===== config.mk =====
export PLATFORM = sky130hd
export DESIGN_NAME = calculadora_ctrl_flat
export DESIGN_NICKNAME = d
export VERILOG_FILES = /design/src/rtl/calculadora_ctrl_if.sv /design/src/rtl/calculadora_ctrl.sv /design/src/flat_wrapper.sv
export SDC_FILE = /design/constraint.sdc
export NUM_CORES = 1
export LEC_CHECK = 0
export CAP_MARGIN = 20
export CORE_UTILIZATION = 55
export DETAILED_ROUTE_END_ITERATION = 8
export GPL_ROUTABILITY_DRIVEN = 0
export PLACE_DENSITY = 0.72
export SYNTH_ARGS = -nofsm -noshare
export SYNTH_HDL_FRONTEND = slang
export SYNTH_SLANG_ARGS = --single-unit
export TNS_END_PERCENT = 100

===== constraint.sdc =====
create_clock -name clk -period 7.94 [get_ports clk]
set_input_delay 2.382 -clock clk [delete_from_list [all_inputs] [get_ports clk]]
set_output_delay 2.382 -clock clk [all_outputs]
set_load 0.1 [all_outputs]

===== src/rtl/calculadora_ctrl_if.sv =====
// Calculator control-stage bus: key pulses in, display value and flags out.
//   master : drives the key pulses (digit/op/eq/clear), reads display outputs
//   slave  : the control stage; reads key pulses, drives data_out/neg/overflow/busy
interface calculadora_ctrl_if #(
    parameter int unsigned WIDTH = 20
);
    logic             digit_valid;
    logic [3:0]       digit;
    logic             op_valid;
    logic [1:0]       op;
    logic             eq_valid;
    logic             clear;
    logic [WIDTH-1:0] data_out;
    logic             neg;
    logic             overflow;
    logic             busy;

    modport master (
        output digit_valid, digit, op_valid, op, eq_valid, clear,
        input  data_out, neg, overflow, busy
    );

    modport slave (
        input  digit_valid, digit, op_valid, op, eq_valid, clear,
        output data_out, neg, overflow, busy
    );
endinterface


===== src/rtl/calculadora_ctrl.sv =====
// Calculator operand entry and arithmetic control stage.
// Accumulates decimal digits into operands A and B, runs add/sub in one cycle
// and mul (plus optional div) iteratively over WIDTH cycles, and presents a
// WIDTH-bit magnitude with sign/error flags to the BCD display stage.
// Ports:
//   clk    : system clock, all state on posedge
//   reset  : synchronous, active-high
//   bus    : calculadora_ctrl_if.slave (key pulses in; data_out/neg/overflow/busy out, all registered)
// Optional feature: define CALC_DIV_EN to enable op 11 = unsigned division
// (restoring divider); otherwise op 11 is ignored and no divider is built.
module calculadora_ctrl #(
    parameter int unsigned WIDTH   = 20,
    parameter int unsigned MAX_VAL = 999999
) (
    input  logic              clk,
    input  logic              reset,
    calculadora_ctrl_if.slave bus
);
    localparam int unsigned PROD_W  = 2 * WIDTH;
    localparam int unsigned ENTRY_W = WIDTH + 4;
    localparam int unsigned CNT_W   = $clog2(WIDTH);

    localparam logic [1:0] OP_ADD = 2'b00;
    localparam logic [1:0] OP_SUB = 2'b01;
    localparam logic [1:0] OP_MUL = 2'b10;
    localparam logic [1:0] OP_DIV = 2'b11;

    typedef enum logic [2:0] {S_A, S_OP, S_B, S_CALC, S_RES, S_ERR} state_t;

    state_t              state_q, state_d;
    logic [WIDTH-1:0]    a_q, a_d, b_q, b_d, res_q, res_d, dout_q, dout_d;
    logic [1:0]          op_q, op_d;
    logic                neg_q, neg_d, ovf_q, ovf_d, busy_q, busy_d;
    logic [PROD_W-1:0]   acc_q, acc_d, mcand_q, mcand_d;
    logic [WIDTH-1:0]    shreg_q, shreg_d;
    logic [CNT_W-1:0]    cnt_q, cnt_d;

    // Single-pulse decode: clear > eq > op > digit, lower pulses dropped
    logic do_clear, do_eq, do_op, do_digit;
    assign do_clear = bus.clear;
    assign do_eq    = bus.eq_valid & ~bus.clear;
    assign do_op    = bus.op_valid & ~bus.clear & ~bus.eq_valid;
    assign do_digit = bus.digit_valid & ~bus.clear & ~bus.eq_valid & ~bus.op_valid;

    logic op_ok, digit_ok, digit_fits, last_iter;
`ifdef CALC_DIV_EN
    assign op_ok = 1'b1;
`else
    assign op_ok = (bus.op != OP_DIV);
`endif
    assign digit_ok  = (bus.digit <= 4'd9);
    assign last_iter = (cnt_q == CNT_W'(WIDTH - 1));

    // Decimal entry: shift the active operand one digit left and add the key
    logic [WIDTH-1:0]   entry_acc;
    logic [ENTRY_W-1:0] digit_nxt;
    assign entry_acc  = (state_q == S_B) ? b_q : a_q;
    assign digit_nxt  = ENTRY_W'(entry_acc) * ENTRY_W'(10) + ENTRY_W'(bus.digit);
    assign digit_fits = digit_ok && (digit_nxt <= ENTRY_W'(MAX_VAL));

    // Single-cycle add, checked one bit wider than the operands
    logic [WIDTH:0] sum_ab;
    logic           add_ovf;
    assign sum_ab  = (WIDTH + 1)'(a_q) + (WIDTH + 1)'(b_q);
    assign add_ovf = (sum_ab > (WIDTH + 1)'(MAX_VAL));

    // One iteration of the shift-add multiplier (and divider when enabled)
    logic [PROD_W-1:0] mul_acc_nxt, calc_res;
    logic              calc_ovf;
    assign mul_acc_nxt = acc_q + (shreg_q[0] ? mcand_q : '0);
`ifdef CALC_DIV_EN
    logic [WIDTH:0]   rem_shift, rem_nxt;
    logic             rem_ge;
    logic [WIDTH-1:0] quo_nxt;
    assign rem_shift = {acc_q[WIDTH-1:0], shreg_q[WIDTH-1]};
    assign rem_ge    = (rem_shift >= {1'b0, b_q});
    assign rem_nxt   = rem_ge ? (rem_shift - {1'b0, b_q}) : rem_shift;
    assign quo_nxt   = {shreg_q[WIDTH-2:0], rem_ge};
    assign calc_res  = (op_q == OP_DIV) ? PROD_W'(quo_nxt) : mul_acc_nxt;
`else
    assign calc_res  = mul_acc_nxt;
`endif
    assign calc_ovf = (calc_res > PROD_W'(MAX_VAL));

    // State register
    always_ff @(posedge clk) begin
        if (reset) state_q <= S_A;
        else       state_q <= state_d;
    end

    // Next-state logic
    always_comb begin
        state_d = state_q;
        if (do_clear) begin
            state_d = S_A;
        end else begin
            case (state_q)
                S_A:    if (do_op && op_ok) state_d = S_OP;
                S_OP:   if (do_digit && digit_ok) state_d = S_B;
                S_B: begin
                    if (do_eq) begin
                        case (op_q)
                            OP_ADD:  state_d = add_ovf ? S_ERR : S_RES;
                            OP_SUB:  state_d = S_RES;
                            OP_MUL:  state_d = S_CALC;
`ifdef CALC_DIV_EN
                            OP_DIV:  state_d = (b_q == '0) ? S_ERR : S_CALC;
`endif
                            default: state_d = S_ERR;
                        endcase
                    end
                end
                S_CALC: if (last_iter) state_d = calc_ovf ? S_ERR : S_RES;
                S_RES: begin
                    if (do_op && op_ok && !neg_q) state_d = S_OP;
                    else if (do_digit && digit_ok) state_d = S_A;
                end
                S_ERR:   state_d = S_ERR;
                default: state_d = S_A;
            endcase
        end
    end

    // Datapath and output next values
    always_comb begin
        a_d     = a_q;
        b_d     = b_q;
        op_d    = op_q;
        res_d   = res_q;
        neg_d   = neg_q;
        ovf_d   = ovf_q;
        busy_d  = 1'b0;
        acc_d   = acc_q;
        mcand_d = mcand_q;
        shreg_d = shreg_q;
        cnt_d   = cnt_q;
        dout_d  = '0;
        if (do_clear) begin
            a_d   = '0;
            b_d   = '0;
            op_d  = OP_ADD;
            res_d = '0;
            neg_d = 1'b0;
            ovf_d = 1'b0;
        end else begin
            case (state_q)
                S_A: begin
                    if (do_digit && digit_fits) a_d = WIDTH'(digit_nxt);
                    else if (do_op && op_ok)    op_d = bus.op;
                end
                S_OP: begin
                    if (do_op && op_ok)            op_d = bus.op;
                    else if (do_digit && digit_ok) b_d = WIDTH'(bus.digit);
                end
                S_B: begin
                    if (do_digit && digit_fits) begin
                        b_d = WIDTH'(digit_nxt);
                    end else if (do_eq) begin
                        neg_d = 1'b0;
                        case (op_q)
                            OP_ADD: begin
                                ovf_d = add_ovf;
                                res_d = add_ovf ? '0 : WIDTH'(sum_ab);
                            end
                            OP_SUB: begin
                                neg_d = (a_q < b_q);
                                res_d = (a_q < b_q) ? (b_q - a_q) : (a_q - b_q);
                            end
                            OP_MUL: begin
                                acc_d   = '0;
                                mcand_d = PROD_W'(a_q);
                                shreg_d = b_q;
                                cnt_d   = '0;
                                busy_d  = 1'b1;
                            end
`ifdef CALC_DIV_EN
                            OP_DIV: begin
                                if (b_q == '0) begin
                                    ovf_d = 1'b1;
                                    res_d = '0;
                                end else begin
                                    acc_d   = '0;
                                    shreg_d = a_q;
                                    cnt_d   = '0;
                                    busy_d  = 1'b1;
                                end
                            end
`endif
                            default: begin
                                ovf_d = 1'b1;
                                res_d = '0;
                            end
                        endcase
                    end
                end
                S_CALC: begin
                    busy_d = !last_iter;
                    cnt_d  = cnt_q + CNT_W'(1);
`ifdef CALC_DIV_EN
                    if (op_q == OP_DIV) begin
                        acc_d   = PROD_W'(rem_nxt);
                        shreg_d = quo_nxt;
                    end else begin
                        acc_d   = mul_acc_nxt;
                        mcand_d = mcand_q << 1;
                        shreg_d = shreg_q >> 1;
                    end
`else
                    acc_d   = mul_acc_nxt;
                    mcand_d = mcand_q << 1;
                    shreg_d = shreg_q >> 1;
`endif
                    if (last_iter) begin
                        neg_d = 1'b0;
                        ovf_d = calc_ovf;
                        res_d = calc_ovf ? '0 : WIDTH'(calc_res);
                    end
                end
                S_RES: begin
                    if (do_op && op_ok && !neg_q) begin
                        a_d  = res_q;
                        op_d = bus.op;
                    end else if (do_digit && digit_ok) begin
                        a_d   = WIDTH'(bus.digit);
                        neg_d = 1'b0;
                    end
                end
                default: ;
            endcase
        end
        // Display value follows the state being entered
        case (state_d)
            S_A, S_OP, S_CALC: dout_d = a_d;
            S_B:               dout_d = b_d;
            S_RES:             dout_d = res_d;
            default:           dout_d = '0;
        endcase
    end

    // Datapath and output registers
    always_ff @(posedge clk) begin
        if (reset) begin
            a_q     <= '0;
            b_q     <= '0;
            op_q    <= OP_ADD;
            res_q   <= '0;
            neg_q   <= 1'b0;
            ovf_q   <= 1'b0;
            busy_q  <= 1'b0;
            acc_q   <= '0;
            mcand_q <= '0;
            shreg_q <= '0;
            cnt_q   <= '0;
            dout_q  <= '0;
        end else begin
            a_q     <= a_d;
            b_q     <= b_d;
            op_q    <= op_d;
            res_q   <= res_d;
            neg_q   <= neg_d;
            ovf_q   <= ovf_d;
            busy_q  <= busy_d;
            acc_q   <= acc_d;
            mcand_q <= mcand_d;
            shreg_q <= shreg_d;
            cnt_q   <= cnt_d;
            dout_q  <= dout_d;
        end
    end

    assign bus.data_out = dout_q;
    assign bus.neg      = neg_q;
    assign bus.overflow = ovf_q;
    assign bus.busy     = busy_q;
endmodule


===== src/flat_wrapper.sv =====
// flat-port wrapper written by rule: the top's interface ports become plain ports
module calculadora_ctrl_flat 
#(
    parameter int unsigned WIDTH   = 20,
    parameter int unsigned MAX_VAL = 999999
)
  (clk, reset, bus_digit_valid, bus_digit, bus_op_valid, bus_op, bus_eq_valid, bus_clear, bus_data_out, bus_neg, bus_overflow, bus_busy);
  calculadora_ctrl_if #(.WIDTH(WIDTH)) bus_i ();
  input  logic clk;
  input  logic reset;
  input wire logic [$bits(bus_i.digit_valid)-1:0] bus_digit_valid;
  input wire logic [$bits(bus_i.digit)-1:0] bus_digit;
  input wire logic [$bits(bus_i.op_valid)-1:0] bus_op_valid;
  input wire logic [$bits(bus_i.op)-1:0] bus_op;
  input wire logic [$bits(bus_i.eq_valid)-1:0] bus_eq_valid;
  input wire logic [$bits(bus_i.clear)-1:0] bus_clear;
  output wire logic [$bits(bus_i.data_out)-1:0] bus_data_out;
  output wire logic [$bits(bus_i.neg)-1:0] bus_neg;
  output wire logic [$bits(bus_i.overflow)-1:0] bus_overflow;
  output wire logic [$bits(bus_i.busy)-1:0] bus_busy;
  assign bus_i.digit_valid = bus_digit_valid;
  assign bus_i.digit = bus_digit;
  assign bus_i.op_valid = bus_op_valid;
  assign bus_i.op = bus_op;
  assign bus_i.eq_valid = bus_eq_valid;
  assign bus_i.clear = bus_clear;
  assign bus_data_out = bus_i.data_out;
  assign bus_neg = bus_i.neg;
  assign bus_overflow = bus_i.overflow;
  assign bus_busy = bus_i.busy;
  calculadora_ctrl #(.WIDTH(WIDTH), .MAX_VAL(MAX_VAL)) u_core (.clk(clk), .reset(reset), .bus(bus_i));
endmodule

==> impl_metrics.ini <==
[floorplanning]
start_util_pct = 55.8
die_y_microns = 181
die_w_microns = 181
core-area_sq_um = 31500
pin_count = 35
die-area_sq_um = 32700
fp-row-count = 65

[clock_network]
cts_sinks = 193
cts_resized = 0
postCtsHoldBufs = 0
numCtsBuffers = 17
htreeDepth = 4
cts_tree = done
clockRootBuffer = clkbuf_16
post_cts_buffers = 0
cts.clk_slew.worst_paths_ps = 80
clk_latency_ps = 470
clock_tree.buffer_depth = 2

[sta]
tightest_slew_ps = 1040
slew_viol_final = 0
post-route-period-util_pct = 86.9
slew_headroom_pct = 30.2
timing.fmax_ghz = 0.145
hold_viol = 0
fin_crit_ps = 6900
setup_violations = 0
tns_ps = 0
grt_setup_unrepaired = false
clock-skew-final_ps = 14.5

[synthesis]
syn-cell-area_sq_um = 17600
synth-edff-count = 0
syn_inst = 2390
yosysSeqAreaShare_pct = 22.0
synth_flop_cell = dfxtp_1
synth_cell_type_count = 99
async_flop_share_pct = 0
synth_nets = 2550
ys_ff_latch = 193
syn_area_per_cell_sq_um = 7.35
ys_warn_count = 0

[cells_and_area]
drive_gt1_share_pct = 5.42
syn_to_final_growth_pct = 6.48
seq_area_sq_um = 3860
n_antenna_cell = 0
multi_input_area_sq_um = 12800
fin_util_pct = 59.4
nets = 2489
fillers = 2937

[global_routing]
grt_pass1_wl_microns = 96800
grt_pass1_vias = 17700
grt-ovfl-total = 0
grt_start_max_net_pins = 76
antenna_found_initial = 1
gr-usage-all-layers_pct = 37.2

[power_and_ir_drop]
power_density_nw_per_um2 = 109
leakagePower_nw = 7.33
total_power_w = 0.00203
peakVddDrop_mv = 0.172

[placement]
portBuffers = 34
detailed_place_hpwl_microns = 46600

[critical_path]
worstSetupEndpointType = flop
crit_path_max_incr_delay_ps = 630
crit_top_cell = ha_1
cp.arrival_ps = 7230
critical_path_class = reg2reg
start_kind = flop
path_max_fanout = 14
cp.required_ps = 8260
cpMaxStageDelayCell = dfxtp_1
path_cells = nor2b_2 -> nand2b_1 -> buf_4 -> o21ai_0 -> ha_1 -> ha_1 -> fa_1 -> a211o_1 -> a21bo_1 -> a2111oi_0 -> nand4_1 -> nor3_2 -> nor4b_1 -> mux2_2 -> a22oi_1 -> o21ai_2 -> and2_0 -> a211oi_1 -> o22ai_1
r2r_slack_ps = 1040

[drt]
num_vias = 19000
first_iter_violations = 2380
routed_wl_microns = 62000
post_drt_wl_per_cell_microns = 22.6
dr.pass1.iters = 6
ant_nets = 0
vias_per_cell = 6.92
drcViolationCount = 0

[flow_run]
cap_violations = 0

[hold_path]
holdCritPathClass = reg2reg

[status]
status = complete, no violations
## cells by family (layout without fill, tap and decap cells)
| group | Yosys count | after routing | synth area share [%] |
|---|---|---|---|
| DFF | 193 | 193 | 22.0 |
| muxes | 31 | 31 | 1.84 |
| adders and majority gates | 148 | 148 | 10.8 |
| AOI/OAI and AO/OA | 805 | 805 | 31.4 |
| buffers and inverters | 238 | 190 | 5.26 |
| xor gates and xnor gates | 78 | 78 | 3.97 |
| and+or+nand+nor | 897 | 897 | 24.7 |
## placed cells by master, fill, tap and decap left out, types with 15 or more instances in the layout
cell type        Yosys  routed
a21o_1              37      37
dfxtp_1            193     192
nand3_1            116     116
o21bai_1            16      15
ha_1               142     142
buf_4                1      29
a211oi_1            29      28
a31oi_1             43      43
mux2i_1             21      21
clkdlybuf4s50_1      0      33
o21ai_0            126     126
xnor2_1             49      49
a22oi_1             38      38
o21ai_1             15      15
nor2b_1             19      18
inv_1               94      94
nand2b_1            22      22
o211ai_1            43      43
a311oi_1            47      47
nor3_1              47      45
clkbuf_16            0      17
nor2_1             223     222
or3_1               24      24
nand2_1            256     254
o31ai_1             30      30
and3_1              24      24
xor2_1              27      27
nor4_1              19      19
and2_1              77      77
a21oi_1            198     198
o21a_1              23      23
## metal layers
metal	share of wire [%]	up-vias	global-route usage, %
met2	45	1094	60.1
met1	39	8882	45.6
met5	0.019	-	0
met4	6.6	2	22.8
met3	9.8	279	7.54
li1	-	8734	-
## cell type report
| class | count | area share, % |
|---|---|---|
| Inverter | 96 | 1.93 |
| Sequential cell | 193 | 20.7 |
| Timing Repair Buffer | 62 | 2.93 |
| Multi-Input combinational cell | 1959 | 68.5 |
| Clock inverter | 14 | 0.916 |
| Clock buffer | 18 | 2.35 |
| Tap cell | 402 | 2.69 |
## synthesized netlist by cell type, types with 13 or more instances
library cell  count  area, sq um
a211oi_1         29          218
nor2_1          223          837
clkbuf_1        103          387
buf_1            17         63.8
dfxtp_1         193         3860
and3_1           24          150
nor2b_1          19          119
o21ai_0         126          631
o21bai_1         16          120
o31ai_1          30          225
or3_1            24          150
nand2_1         256          961
or2_2            13         81.3
o21a_1           23          173
xnor2_1          49          429
and2_1           77          482
nor3_1           47          235
nand4_1          14         87.6
a21oi_1         198          991
mux2i_1          21          210
o211ai_1         43          323
a21o_1           37          278
o211a_1          14          140
a31oi_1          43          269
a311oi_1         47          412
buf_2            21          105
nand3_1         116          581
xor2_1           27          236
ha_1            142         1780
o21ai_1          15         75.1
a221o_1          14          140
nand2b_1         22          138
a22oi_1          38          285
a221oi_1         14          123
nor4_1           19          119
inv_1            94          353
## state kept, by name, summed over array words and instances (netlist names)
register,count
u_core.bus.overflow,1
u_core.b_q,20
u_core.state_q,3
u_core.mcand_q,40
u_core.shreg_q,20
u_core.cnt_q,5
u_core.bus.data_out,20
u_core.bus.neg,1
u_core.res_q,20
u_core.a_q,20
u_core.acc_q,40
u_core.bus.busy,1
u_core.op_q,2
## final timing paths
| path | from | to | cells past startpoint |
|---|---|---|---|
| worst max-delay path | u_core.state_q[1] | u_core.bus.data_out[12] | 19 |
| worst min-delay path | u_core.mcand_q[32] | u_core.mcand_q[33] | 2 |
| worst max register to register | u_core.state_q[1] | u_core.bus.data_out[12] | 19 |
| worst min register to register | u_core.mcand_q[32] | u_core.mcand_q[33] | 2 |
## critical path, delay by kind of cell (launching register included)
family,cells,cell delay (ps)
DFF,1,630
AOI/OAI and AO/OA,8,2300
muxes,1,500
buffers and inverters,1,270
and+or+nand+nor,6,2000
adders and majority gates,3,1060
## report_power, final
part	leakage (nW)	internal [W]	switching, W
Sequential	1.55	0.000968	0.00000335
Clock	0.303	0.000485	0.000436
Combinational	5.47	0.0000474	0.0000944
Total	7.33	0.00150	0.000534
## metrics by stage
stage | area, sq um | std cells | hold slack, ps | setup WS [ps]
after detailed placement | 18100 | 2712 | 458 | 880
final | 18700 | 2744 | 469 | 1040
after global routing | 18700 | 2744 | 497 | 664
after global placement | 18100 | 2712 | 449 | 985
after CTS | 18700 | 2744 | 469 | 1270
after floorplan | 17600 | 2390 | 436 | 1980
Note: power is estimated with default switching activity, not from simulation.
